==> src/rtl/fb_pkg.sv <==
// Shared types and default geometry for the frame-buffer pattern writer and its pixel function.
// Latency: n/a (declarations only).
// Backpressure: n/a.
package fb_pkg;

  localparam int FB_W_DEF      = 320;
  localparam int FB_H_DEF      = 240;
  localparam int X_BITS_DEF    = 9;
  localparam int Y_BITS_DEF    = 9;
  localparam int PIX_BITS_DEF  = 4;
  localparam int BAR_SHIFT_DEF = 4;
  // Width of the animation x-offset register.
  localparam int OFS_BITS      = 8;

  typedef enum logic [2:0] {
    PAT_SOLID    = 3'd0,
    PAT_HBARS    = 3'd1,
    PAT_VBARS    = 3'd2,
    PAT_CHECKER  = 3'd3,
    PAT_GRADIENT = 3'd4
  } pattern_e;

  typedef enum logic [1:0] {
    ST_IDLE,
    ST_FILL,
    ST_DONE
  } fill_state_e;

endpackage

==> src/rtl/fb_pattern_pixel.sv <==
// Test-pattern pixel function: (mode, x, y, offset, fg, bg) -> palette index.
// Latency: purely combinational, zero cycles.
// Backpressure: none; caller registers the result.
module fb_pattern_pixel
  import fb_pkg::*;
#(
  parameter int X_BITS    = X_BITS_DEF,
  parameter int Y_BITS    = Y_BITS_DEF,
  parameter int PIX_BITS  = PIX_BITS_DEF,
  parameter int BAR_SHIFT = BAR_SHIFT_DEF
) (
  input  logic [2:0]          i_mode,
  input  logic [X_BITS-1:0]   i_x,
  input  logic [Y_BITS-1:0]   i_y,
  input  logic [OFS_BITS-1:0] i_offset,
  input  logic [PIX_BITS-1:0] i_fg,
  input  logic [PIX_BITS-1:0] i_bg,
  output logic [PIX_BITS-1:0] o_pixel
);

  // Sum is formed wide enough for either operand, then wrapped to the x width.
  localparam int SUM_BITS = (X_BITS > OFS_BITS) ? X_BITS : OFS_BITS;

  logic [SUM_BITS-1:0] w_sum;
  logic [X_BITS-1:0]   w_xe;
  logic                w_xbar;
  logic                w_ybar;
  logic                w_unused;

  assign w_sum    = SUM_BITS'(i_x) + SUM_BITS'(i_offset);
  assign w_xe     = w_sum[X_BITS-1:0];
  assign w_xbar   = w_xe[BAR_SHIFT];
  assign w_ybar   = i_y[BAR_SHIFT];
  // Only selected bits of y and the sum feed the patterns.
  assign w_unused = ^{w_sum, i_y};

  // Select the pattern; reserved codes fall back to background.
  always_comb begin
    o_pixel = i_bg;
    case (i_mode)
      PAT_SOLID:    o_pixel = i_fg;
      PAT_HBARS:    o_pixel = w_ybar ? i_fg : i_bg;
      PAT_VBARS:    o_pixel = w_xbar ? i_fg : i_bg;
      PAT_CHECKER:  o_pixel = (w_xbar ^ w_ybar) ? i_fg : i_bg;
      PAT_GRADIENT: o_pixel = w_xe[BAR_SHIFT +: PIX_BITS];
      default:      o_pixel = i_bg;
    endcase
  end

endmodule

==> src/rtl/fb_pattern_writer.sv <==
// Frame-buffer fill engine: on start writes a full frame in raster order with a test pattern.
// Latency: first write presented the cycle after start; one write per cycle at full rate; done one cycle after last accept.
// Backpressure: gpu_we/gpu_ready handshake; x/y/data held while !gpu_ready. FB_PATTERN_ANIM_EN enables auto-restart with x-offset.
module fb_pattern_writer
  import fb_pkg::*;
#(
  parameter int FB_W      = FB_W_DEF,
  parameter int FB_H      = FB_H_DEF,
  parameter int X_BITS    = X_BITS_DEF,
  parameter int Y_BITS    = Y_BITS_DEF,
  parameter int PIX_BITS  = PIX_BITS_DEF,
  parameter int BAR_SHIFT = BAR_SHIFT_DEF
) (
  input  logic                gpu_clk_150,
  input  logic                reset_n,
  input  logic                start,
  input  logic [2:0]          mode,
  input  logic [PIX_BITS-1:0] fg_colour,
  input  logic [PIX_BITS-1:0] bg_colour,
  input  logic                gpu_ready,
  output logic [X_BITS-1:0]   gpu_x,
  output logic [Y_BITS-1:0]   gpu_y,
  output logic [PIX_BITS-1:0] gpu_data,
  output logic                gpu_we,
  output logic                busy,
  output logic                done
);

  fill_state_e         r_state;
  logic [X_BITS-1:0]   r_x;
  logic [Y_BITS-1:0]   r_y;
  logic [PIX_BITS-1:0] r_data;
  logic                r_we;
  logic                r_busy;
  logic                r_done;
  logic [2:0]          r_mode;
  logic [PIX_BITS-1:0] r_fg;
  logic [PIX_BITS-1:0] r_bg;

  logic [OFS_BITS-1:0] w_offset;
`ifdef FB_PATTERN_ANIM_EN
  logic [OFS_BITS-1:0] r_offset;
  assign w_offset = r_offset;
`else
  assign w_offset = '0;
`endif

  logic                w_accept;
  logic                w_last_x;
  logic                w_last;
  logic [X_BITS-1:0]   w_adv_x;
  logic [Y_BITS-1:0]   w_adv_y;
  logic [X_BITS-1:0]   w_px_x;
  logic [Y_BITS-1:0]   w_px_y;
  logic [2:0]          w_px_mode;
  logic [PIX_BITS-1:0] w_px_fg;
  logic [PIX_BITS-1:0] w_px_bg;
  logic [PIX_BITS-1:0] w_pixel;

  assign w_accept = r_we & gpu_ready;
  assign w_last_x = (r_x == X_BITS'(FB_W - 1));
  assign w_last   = w_last_x && (r_y == Y_BITS'(FB_H - 1));
  assign w_adv_x  = w_last_x ? '0 : r_x + X_BITS'(1);
  assign w_adv_y  = w_last_x ? r_y + Y_BITS'(1) : r_y;

  // Pixel for the coordinate about to be registered: origin when (re)starting,
  // raster successor while filling; a fresh start uses the unlatched inputs.
  always_comb begin
    w_px_x    = w_adv_x;
    w_px_y    = w_adv_y;
    w_px_mode = r_mode;
    w_px_fg   = r_fg;
    w_px_bg   = r_bg;
    if (r_state != ST_FILL) begin
      w_px_x = '0;
      w_px_y = '0;
    end
    if (r_state == ST_IDLE) begin
      w_px_mode = mode;
      w_px_fg   = fg_colour;
      w_px_bg   = bg_colour;
    end
  end

  fb_pattern_pixel #(
    .X_BITS    (X_BITS),
    .Y_BITS    (Y_BITS),
    .PIX_BITS  (PIX_BITS),
    .BAR_SHIFT (BAR_SHIFT)
  ) u_pixel (
    .i_mode   (w_px_mode),
    .i_x      (w_px_x),
    .i_y      (w_px_y),
    .i_offset (w_offset),
    .i_fg     (w_px_fg),
    .i_bg     (w_px_bg),
    .o_pixel  (w_pixel)
  );

  // Fill FSM with all outputs registered.
  always_ff @(posedge gpu_clk_150) begin
    if (!reset_n) begin
      r_state  <= ST_IDLE;
      r_x      <= '0;
      r_y      <= '0;
      r_data   <= '0;
      r_we     <= 1'b0;
      r_busy   <= 1'b0;
      r_done   <= 1'b0;
      r_mode   <= '0;
      r_fg     <= '0;
      r_bg     <= '0;
`ifdef FB_PATTERN_ANIM_EN
      r_offset <= '0;
`endif
    end else begin
      r_done <= 1'b0;
      case (r_state)
        ST_IDLE: begin
          if (start) begin
            r_state <= ST_FILL;
            r_mode  <= mode;
            r_fg    <= fg_colour;
            r_bg    <= bg_colour;
            r_x     <= '0;
            r_y     <= '0;
            r_data  <= w_pixel;
            r_we    <= 1'b1;
            r_busy  <= 1'b1;
          end
        end
        ST_FILL: begin
          if (w_accept) begin
            if (w_last) begin
              r_state  <= ST_DONE;
              r_we     <= 1'b0;
              r_busy   <= 1'b0;
              r_done   <= 1'b1;
`ifdef FB_PATTERN_ANIM_EN
              // Next frame's first pixel sees the advanced offset.
              r_offset <= r_offset + OFS_BITS'(1);
`endif
            end else begin
              r_x    <= w_adv_x;
              r_y    <= w_adv_y;
              r_data <= w_pixel;
            end
          end
        end
        ST_DONE: begin
`ifdef FB_PATTERN_ANIM_EN
          r_state <= ST_FILL;
          r_x     <= '0;
          r_y     <= '0;
          r_data  <= w_pixel;
          r_we    <= 1'b1;
          r_busy  <= 1'b1;
`else
          r_state <= ST_IDLE;
`endif
        end
        default: r_state <= ST_IDLE;
      endcase
    end
  end

  assign gpu_x    = r_x;
  assign gpu_y    = r_y;
  assign gpu_data = r_data;
  assign gpu_we   = r_we;
  assign busy     = r_busy;
  assign done     = r_done;

endmodule

==> config.mk <==
export PLATFORM = sky130hd
export DESIGN_NAME = fb_pattern_writer
export DESIGN_NICKNAME = d
export VERILOG_FILES = /design/src/rtl/fb_pkg.sv /design/src/rtl/fb_pattern_pixel.sv /design/src/rtl/fb_pattern_writer.sv
export SDC_FILE = /design/constraint.sdc
export NUM_CORES = 1
export LEC_CHECK = 0
export ABC_AREA = 0
export CAP_MARGIN = 30
export CORE_MARGIN = 4
export CORE_UTILIZATION = 48
export DETAILED_ROUTE_END_ITERATION = 16
export HOLD_SLACK_MARGIN = 0.15
export PLACE_DENSITY = 0.74
export REMOVE_ABC_BUFFERS = 1
export SYNTH_ARGS = -nofsm -noshare
export SYNTH_HDL_FRONTEND = slang
export SYNTH_SLANG_ARGS = --single-unit
==> constraint.sdc <==
create_clock -name gpu_clk_150 -period 2.7 [get_ports gpu_clk_150]
set_input_delay 0.54 -clock gpu_clk_150 [delete_from_list [all_inputs] [get_ports gpu_clk_150]]
set_output_delay 0.54 -clock gpu_clk_150 [all_outputs]
set_load 0.01 [all_outputs]
# Word-level counts from Yosys, hierarchy flattened
# Index checks and enable logic that the tools add are counted.
dict set report totals {
  regBits 37
  latchBits 0
  ram_bits 0
  mem_bits_ro 0
  input_bits 15
  out_inout_bits 25
  wordCells 65
  memories 0
}
dict set report classes {
  n_addsub 2
  n_mul 0
  div_mod_pow 0
  order_cmp 0
  eq_ne 12
  shift 0
  muxes 31
  bitwise_logic 2
  n_reduce_logical 9
}
# operator count
set op_table {}
lappend op_table {{$mux 9} 7}
lappend op_table {{$pmux 9 s2} 2}
lappend op_table {{$mux 4} 8}
lappend op_table {{$pmux 4 s5} 1}
lappend op_table {{$add 9x1->9 const B} 2}
lappend op_table {{$eq 9x8->1 const B} 1}
lappend op_table {{$eq 9x9->1 const B} 1}
lappend op_table {{$mux 8} 1}
lappend op_table {{$ne 2x2->1 const B} 4}
lappend op_table {{$pmux 4 s2} 1}
lappend op_table {{$reduce_and 4->1} 2}
lappend op_table {{$eq 3x2->1 const B} 2}
lappend op_table {{$mux 2} 3}
lappend op_table {{$reduce_and 3->1} 2}
lappend op_table {{$mux 5} 1}
lappend op_table {{$mux 1} 4}
lappend op_table {{$pmux 2 s2} 1}
lappend op_table {{$eq 3x1->1 const B} 1}
lappend op_table {{$eq 3x3->1 const B} 1}
lappend op_table {{$logic_not 3->1} 1}
lappend op_table {{$mux 3} 1}
lappend op_table {{$eq 2x1->1 const B} 1}
lappend op_table {{$logic_not 2->1} 1}
lappend op_table {{$ne 2x1->1 const B} 1}
lappend op_table {{6 further kinds} 6}

# Longest topological paths before layout
# Gate-level depths: netlist of the first run.
dict set report logic_depth {
  word_depth 9
  mapped_depth 9
  ltp_nobuf 7
}

# Hierarchy
# From an unflattened synthesis of the first run, not the netlist that was laid out.
dict set report hier_totals {
  hier_cells 365
  area_unflattened_um2 2716.4
}
# module n_inst cells_each area_per_inst_um2 seq_area_each_um2
set by_module_without_submodules {}
lappend by_module_without_submodules {fb_pattern_writer 1 279 2119.5 740.7}
lappend by_module_without_submodules {fb_pattern_pixel 1 86 596.8 0.0}

# Worst setup path before layout of the first run
# OpenSTA, ideal clock, no wires.
dict set report synth_path {
  path_type {register -> register}
  start {reg r_x[0], in the netlist gpu_x[0]}
  end {reg r_data[0], in the netlist gpu_data[0]}
  arrival_ns 2.028
  required_ns 2.640
  setup_slack_ns 0.612
  stages_incl_launch_ff 8
  synth_period_minus_slack_ns 2.088
  cell_sequence {dfxtp_1 ha_1 and3_4 mux2_2 o32ai_2 nor2_1 a311oi_2 a221o_1}
}
dict set report synth_via {
  elab_chain_len 9
  elab_cells_between_ends 18
  classes_between {add/sub: 1; eq/ne: 2; mux: 12; bitwise: 1; reduce/logical: 2}
}
# item line
set synth_rtl {}
lappend synth_rtl {{start: declaration} fb_pattern_writer.sv:30} ;# logic [X_BITS-1:0] r_x;
lappend synth_rtl {{start signal: assignment} fb_pattern_writer.sv:144} ;# r_x <= w_adv_x;
lappend synth_rtl {{$add 9x1->9 / $eq 9x9->1 (equally long branches)} {fb_pattern_writer.sv:63, fb_pattern_writer.sv:61}}
lappend synth_rtl {{$mux 9 (on tied branches)} {fb_pattern_writer.sv:63, fb_pattern_writer.sv:64}}
lappend synth_rtl {{$mux 8 / $mux 5 (equally long branches)} fb_pattern_writer.sv:74} ;# if (r_state != ST_FILL) begin
lappend synth_rtl {{$xor 1x1->1} fb_pattern_pixel.sv:44} ;# PAT_CHECKER: o_pixel = (w_xbar ^ w_ybar) ? i_fg : i_bg;
lappend synth_rtl {{$mux 4} fb_pattern_pixel.sv:44}
lappend synth_rtl {{$pmux 4 s5} fb_pattern_pixel.sv:40} ;# case (i_mode)
lappend synth_rtl {{$mux 4} fb_pattern_writer.sv:134} ;# if (w_last) begin
lappend synth_rtl {{$mux 4} fb_pattern_writer.sv:133} ;# if (w_accept) begin
lappend synth_rtl {{$pmux 4 s2} fb_pattern_writer.sv:118} ;# case (r_state)
lappend synth_rtl {{end signal: assignment} fb_pattern_writer.sv:127} ;# r_data <= w_pixel;
lappend synth_rtl {{end signal: assignment} fb_pattern_writer.sv:146} ;# r_data <= w_pixel;
lappend synth_rtl {{end: declaration} fb_pattern_writer.sv:32} ;# logic [PIX_BITS-1:0] r_data;
# Parallel ways exist; a longest one is shown, timed or not. The select of a mux whose other input is x is not followed.
# A chain may end at the register's enable or synchronous reset.

# Final worst setup path of the first run
dict set report layout_path {
  start {reg r_x[0], in the netlist gpu_x[0]}
  end {reg r_data[2], in the netlist gpu_data[2]}
}
# The elaborated chain is that of the path after synthesis.

==> metrics.md, run 1 <==
| Metric | Value |
|---|---|
| Outcome | `finished clean` |
| Post-route insts no fill | `366` |
| RD Place Congestion | `0.877` |
| Residual DRC count | `0` |
| Core ar. | `4440 um^2` |
| Fin. Hold Viols | `0` |
| Layout cell share with drive strength beyond 1 | `12.4%` |
| Number of synthesized flops with an enable pin | `0` |
| CP endpoint kind | `flop` |
| Max-cap check violation count | `0` |
| HPWL Detailed | `4.18 mm` |
| Grt total ovfl | `0` |
| Main synth FF type | `dfxtp_1` |
| Largest net degree at the start of global routing | `20` |
| Die ar. | `5810 um^2` |
| Slew HR | `60.4%` |
| Root Driver | `clkbuf_8` |
| Netlist Area Pre-Place | `2230 um^2` |
| Post-cts hold buffer count | `0` |
| Setup bufs post-CTS | `0` |
| Max-slew violations | `0` |
| Number of synthesized register bits | `37` |
| Synth-to-layout area growth | `22.6%` |
| Area of the multi-input gates | `1410 um^2` |
| Die X | `76.2 um` |
| TritonCTS buffer count | `5` |
| Tmin final | `2.37 ns` |
| Skew-Pair Late Insertion Delay | `0.29 ns` |
| Synth area leaders | `dfxtp_1, nand2_1, a21oi_1, nor2_1, nand3_1` |
| Highest Clock Rate | `0.422 GHz` |
| Cells after DPL | `358` |
| TritonCTS clock tree | `built` |
| RSZ-0062 raised after global routing | `false` |
| CP Class | `flop to flop` |
| Clock transition at path regs | `0.08 ns` |
| Ys async rst share | `0%` |
| Fin nets | `330` |
| Synth top area share | `33.1%` |
| Clock sinks | `37` |
| Final Util | `61.7%` |
| Post-Syn Instances | `275` |
| Arr. time, crit path | `2.55 ns` |
| Hold depth | `2` |
| Final worst slack | `0.333 ns` |
| Initial core utilization | `50.3%` |
| Final setup skew | `0.00734 ns` |
| R2R cell count | `6` |
| Worst slew pin tran | `0.593 ns` |
| Synth area leader | `dfxtp_1` |
| Hold slack | `0.456 ns` |
| GRT Total Usage | `19.8%` |
| Post-synthesis area per instance | `8.13 um^2` |
| Reg area | `741 um^2` |
| Total negative slack | `0 ns` |
| Drt wl/cell | `15.3 um` |
| Filler Cell Count | `433` |
| Pre-CTS setup slack | `0.172 ns` |
| Yosys cell types | `65` |
| Post-route ant nets | `0` |
| Vias per cell | `5.90` |
| Final WL | `5.62 mm` |
| Post-CTS sizing | `0` |
| CP Data Required Time | `2.89 ns` |
| Die Ht | `76.2 um` |
| DRT iter0 DRCs | `135` |
| Initial antenna violation count | `0` |
| Global-route wire length before repair | `9.63 mm` |
| Tcrit/Tclk final | `87.7%` |
| Final count of negative-setup-slack endpoints | `0` |
| Critical path launch point type | `flop` |
| Vias in the first global route | `2058` |
| DR vias | `2161` |
| Pre-antenna DRT Iters | `4` |
| Row count | `24` |
| N_diodes | `0` |
| Number of top-level pins | `40` |
| Max VDD drop | `0.284 mV` |
| Port Buffer Count | `39` |
| P per Cell Area | `421 nW/um^2` |
| Min-Delay Path Class | `flop to flop` |
| Post-synthesis sequential area ratio | `33.1%` |
| Clk buf depth | `2` |
| Leak pwr | `1.00 nW` |
| H-tree level count | `2` |
| Crit-path max FO | `19` |
| Yosys warns | `0` |
==> stage by stage <==
| step | cell area, um^2 | power [mW] |
|---|---|---|
| 3_5_place_dp | 2660 | 0.786 |
| 3_3_place_gp | 2660 | 0.783 |
| 6_report | 2740 | 1.15 |
| 5_1_grt | 2740 | 1.21 |
| 4_1_cts | 2740 | 1.16 |
| 2_1_floorplan | 2150 | 0.699 |
==> path summary, 6_finish.rpt <==
| path | start | slack [ns] | to |
|---|---|---|---|
| setup / recovery | gpu_x[0]$_SDFFE_PN0P_ | 0.33 | gpu_data[2]$_SDFFE_PN0P_ |
| hold / removal | r_fg[3]$_SDFFE_PN0P_ | 0.46 | r_fg[3]$_SDFFE_PN0P_ |
| setup reg to reg | gpu_x[0]$_SDFFE_PN0P_ | 0.33 | gpu_data[2]$_SDFFE_PN0P_ |
| hold reg to reg | r_fg[3]$_SDFFE_PN0P_ | 0.46 | r_fg[3]$_SDFFE_PN0P_ |
==> cells in the mapped netlist (5+ instances only) <==
master / count
o21ai_0: 6
nor2_1: 25
clkbuf_1: 5
dfxtp_1: 37
nand2_1: 55
buf_2: 5
nor3_1: 6
a21oi_1: 32
xnor2_1: 7
nand3_1: 13
==> registers in the layout, summed over array words and instances (netlist names), 2 cells and up <==
| name | cells |
|---|---|
| r_mode | 3 |
| gpu_x | 9 |
| r_state | 2 |
| r_fg | 4 |
| r_bg | 4 |
| gpu_data | 4 |
| gpu_y | 9 |
==> report_power, final <==
part | leakage (nW) | switching, mW | internal, mW
Combinational | 0.658 | 0.107 | 0.0866
Clock | 0.0450 | 0.200 | 0.179
Sequential | 0.301 | 0.0166 | 0.563
==> cell usage in the layout, fill, tap and decap left out, types with 3 or more instances in the layout <==
| cell type | instances |
|---|---|
| nand2_1 | 55 |
| a211oi_1 | 3 |
| and2_1 | 4 |
| buf_4 | 7 |
| clkbuf_8 | 5 |
| nor2b_1 | 3 |
| o31ai_1 | 3 |
| a221o_1 | 3 |
| xor2_1 | 4 |
| nand3_1 | 13 |
| clkdlybuf4s50_1 | 39 |
| a21oi_1 | 32 |
| xnor2_1 | 7 |
| mux2i_1 | 4 |
| dfxtp_1 | 37 |
| nor2_1 | 25 |
| o21ai_0 | 6 |
| nor3_1 | 6 |
==> metal layers <==
layer	track usage, %	up-vias	share of wire [%]
met4	7.25	0	1.6
met3	3.43	7	5.6
met5	0	-	0
met1	26.8	1011	46
li1	-	1073	-
met2	31.6	70	47
==> final cells by class <==
type	instances	share of cell area [%]
clock buffers	6	2.65
clock inverters	2	0.365
inverters	1	0.137
multi-input cells	222	51.3
flip-flops and latches	37	27.0
well taps	52	2.37
repair buffers	46	16.2
==> worst max-delay path: stages, from the launching register on <==
cell	delay (ns)
dfxtp_1	0.40
ha_1	0.31
and4bb_2	0.32
nand4_4	0.16
a21oi_4	0.55
o31ai_1	0.16
a221o_1	0.36
==> kinds of logic after synthesis <==
| logic type | Yosys count | synth area share (%) |
|---|---|---|
| adders and majority gates | 2 | 1.12 |
| buffers and inverters | 16 | 3.97 |
| and+or+nand+nor | 136 | 33.5 |
| DFF | 37 | 33.1 |
| muxes | 6 | 2.80 |
| xor gates and xnor gates | 12 | 5.04 |
| AOI/OAI and AO/OA | 66 | 20.4 |
No activity file was read; power rests on OpenSTA's default activity.
==> run 2: changes to the inputs <==
Settings changed: GPL_ROUTABILITY_DRIVEN set to 0.
==> results of run 2 <==
No change in the layout: final DEF, timing and power equal those of run 1.
==> run 3: changes to the inputs <==
Settings changed: CORE_MARGIN 4 to 3.
==> run 3 against run 2 <==
Global-route usage rose by 1.5 points; largest power group unchanged; critical path type unchanged; power rose by 11%; via count fell by 1.2%; critical path depth did not move.
==> metrics.md, run 3 (same netlist as run 1, synthesis figures left out) <==
| Metric | Value |
|---|---|
| Leak pwr | `1.01 nW (was 1.00 nW)` |
| Area of the multi-input gates | `1410 um^2 (unchanged)` |
| Pre-antenna DRT Iters | `4 (unchanged)` |
| P per Cell Area | `464 nW/um^2 (was 421 nW/um^2)` |
| GRT Total Usage | `21.3% (was 19.8%)` |
| Synth-to-layout area growth | `23.5% (was 22.6%)` |
| Post-route ant nets | `0 (unchanged)` |
| Highest Clock Rate | `0.417 GHz (was 0.422 GHz)` |
| Critical path launch point type | `flop (unchanged)` |
| DRT iter0 DRCs | `169 (was 135)` |
| CP Data Required Time | `2.89 ns (about the same)` |
| Vias in the first global route | `1968 (was 2058)` |
| Global-route wire length before repair | `9.14 mm (was 9.63 mm)` |
| Initial antenna violation count | `0 (unchanged)` |
| Post-cts hold buffer count | `0 (unchanged)` |
| Worst slew pin tran | `0.583 ns (was 0.593 ns)` |
| Max VDD drop | `0.303 mV (was 0.284 mV)` |
| Layout cell share with drive strength beyond 1 | `11.9% (was 12.4%)` |
| DR vias | `2136 (was 2161)` |
| Max-cap check violation count | `0 (unchanged)` |
| HPWL Detailed | `3.94 mm (was 4.18 mm)` |
| TritonCTS clock tree | `built (unchanged)` |
| Post-CTS sizing | `0 (unchanged)` |
| Residual DRC count | `0 (unchanged)` |
| CP endpoint kind | `flop (unchanged)` |
| Clock transition at path regs | `0.08 ns (about the same)` |
| Vias per cell | `5.87 (was 5.90)` |
| Total power after layout | `1.28 mW (was 1.15 mW)` |
| Row count | `24 (unchanged)` |
| Final count of negative-setup-slack endpoints | `0 (unchanged)` |
| CP Class | `flop to flop (unchanged)` |
| Clk buf depth | `2 (unchanged)` |
| Setup bufs post-CTS | `0 (unchanged)` |
| Drt wl/cell | `15.0 um (was 15.3 um)` |
| Final setup skew | `0.00559 ns (was 0.00734 ns)` |
| Skew-Pair Late Insertion Delay | `0.30 ns (was 0.29 ns)` |
| Root Driver | `clkbuf_8 (unchanged)` |
| Final WL | `5.46 mm (was 5.62 mm)` |
| Crit-path max FO | `19 (unchanged)` |
| Most frequent cells in the layout | `nand2_1, clkdlybuf4s50_1, dfxtp_1, a21oi_1, nor2_1 (unchanged)` |
| Core ar. | `4410 um^2 (was 4440 um^2)` |
| Total negative slack | `0 ns (unchanged)` |
| Outcome | `finished clean (unchanged)` |
| Die X | `74.2 um (was 76.2 um)` |
| Grt total ovfl | `0 (unchanged)` |
| Number of top-level pins | `40 (unchanged)` |
| Die ar. | `5510 um^2 (was 5810 um^2)` |
| Slew HR | `61.1% (was 60.4%)` |
| Arr. time, crit path | `2.59 ns (was 2.55 ns)` |
| RSZ-0062 raised after global routing | `false (unchanged)` |
| Filler Cell Count | `401 (was 433)` |
| Largest net degree at the start of global routing | `20 (unchanged)` |
| Min-Delay Path Class | `flop to flop (unchanged)` |
| Most common cell after layout, fill and taps aside | `nand2_1 (unchanged)` |
| N_diodes | `0 (unchanged)` |
| TritonCTS buffer count | `5 (unchanged)` |
| H-tree level count | `2 (unchanged)` |
| Tcrit/Tclk final | `88.9% (was 87.7%)` |
| Clock sinks | `37 (unchanged)` |
| Max-slew violations | `0 (unchanged)` |
| Fin. Hold Viols | `0 (unchanged)` |
| Port Buffer Count | `39 (unchanged)` |
| Die Ht | `74.2 um (was 76.2 um)` |
| Reg area | `741 um^2 (unchanged)` |
| Tmin final | `2.40 ns (was 2.37 ns)` |
| Fin nets | `328 (was 330)` |
| Initial core utilization | `50.6% (was 50.3%)` |
[run 3: routing by layer]
layer  track usage (%)  vias up  share of wire [%]
li1                  -     1063                  -
met1              29.0     1018                 48
met2              33.6       48                 46
met3              3.78        7                5.0
met4              8.30        0                1.3
met5                 0        -                  0
[run 3: critical path, cell delays in order, from the launching register on]
cell	delay, ns
dfxtp_1	0.39
ha_1	0.32
and4bb_2	0.35
nand4_4	0.17
a21oi_4	0.54
o31ai_1	0.17
a221o_1	0.36
[run 3: path summary, 6_finish.rpt]
path | startpoint | endpoint | cells past startpoint | slack [ns]
max | gpu_x[0]$_SDFFE_PN0P_ | gpu_data[0]$_SDFFE_PN0P_ | 6 | 0.30
min | r_fg[3]$_SDFFE_PN0P_ | r_fg[3]$_SDFFE_PN0P_ | 2 | 0.45
max reg2reg | gpu_x[0]$_SDFFE_PN0P_ | gpu_data[0]$_SDFFE_PN0P_ | 6 | 0.30
min reg2reg | r_fg[3]$_SDFFE_PN0P_ | r_fg[3]$_SDFFE_PN0P_ | 2 | 0.45
[run 3: metrics by stage]
step / utilization (%) / instances / hold slack (ns) / cell area, um^2 / worst slack [ns]
global route: 62.5 / 364 / 0.481 / 2760 / 0.131
global placement: 59.9 / 356 / 0.442 / 2640 / 0.282
detailed placement: 59.9 / 356 / 0.447 / 2640 / 0.219
CTS: 62.5 / 364 / 0.458 / 2760 / 0.295
floorplan: - / 260 / 0.436 / 2150 / 0.590
finish: 62.5 / 364 / 0.454 / 2760 / 0.300
[run 3: layout make-up]
class,count,area share (%)
flip-flops and latches,37,26.8
multi-input cells,222,50.9
well taps,52,2.36
repair buffers,44,15.5
inverters,1,0.136
clock inverters,1,1.09
clock buffers,7,3.13
[run 3: where the power goes]
group	internal (mW)	switching [mW]
logic	0.0841	0.106
registers	0.563	0.0165
clock network	0.301	0.209
total	0.949	0.332
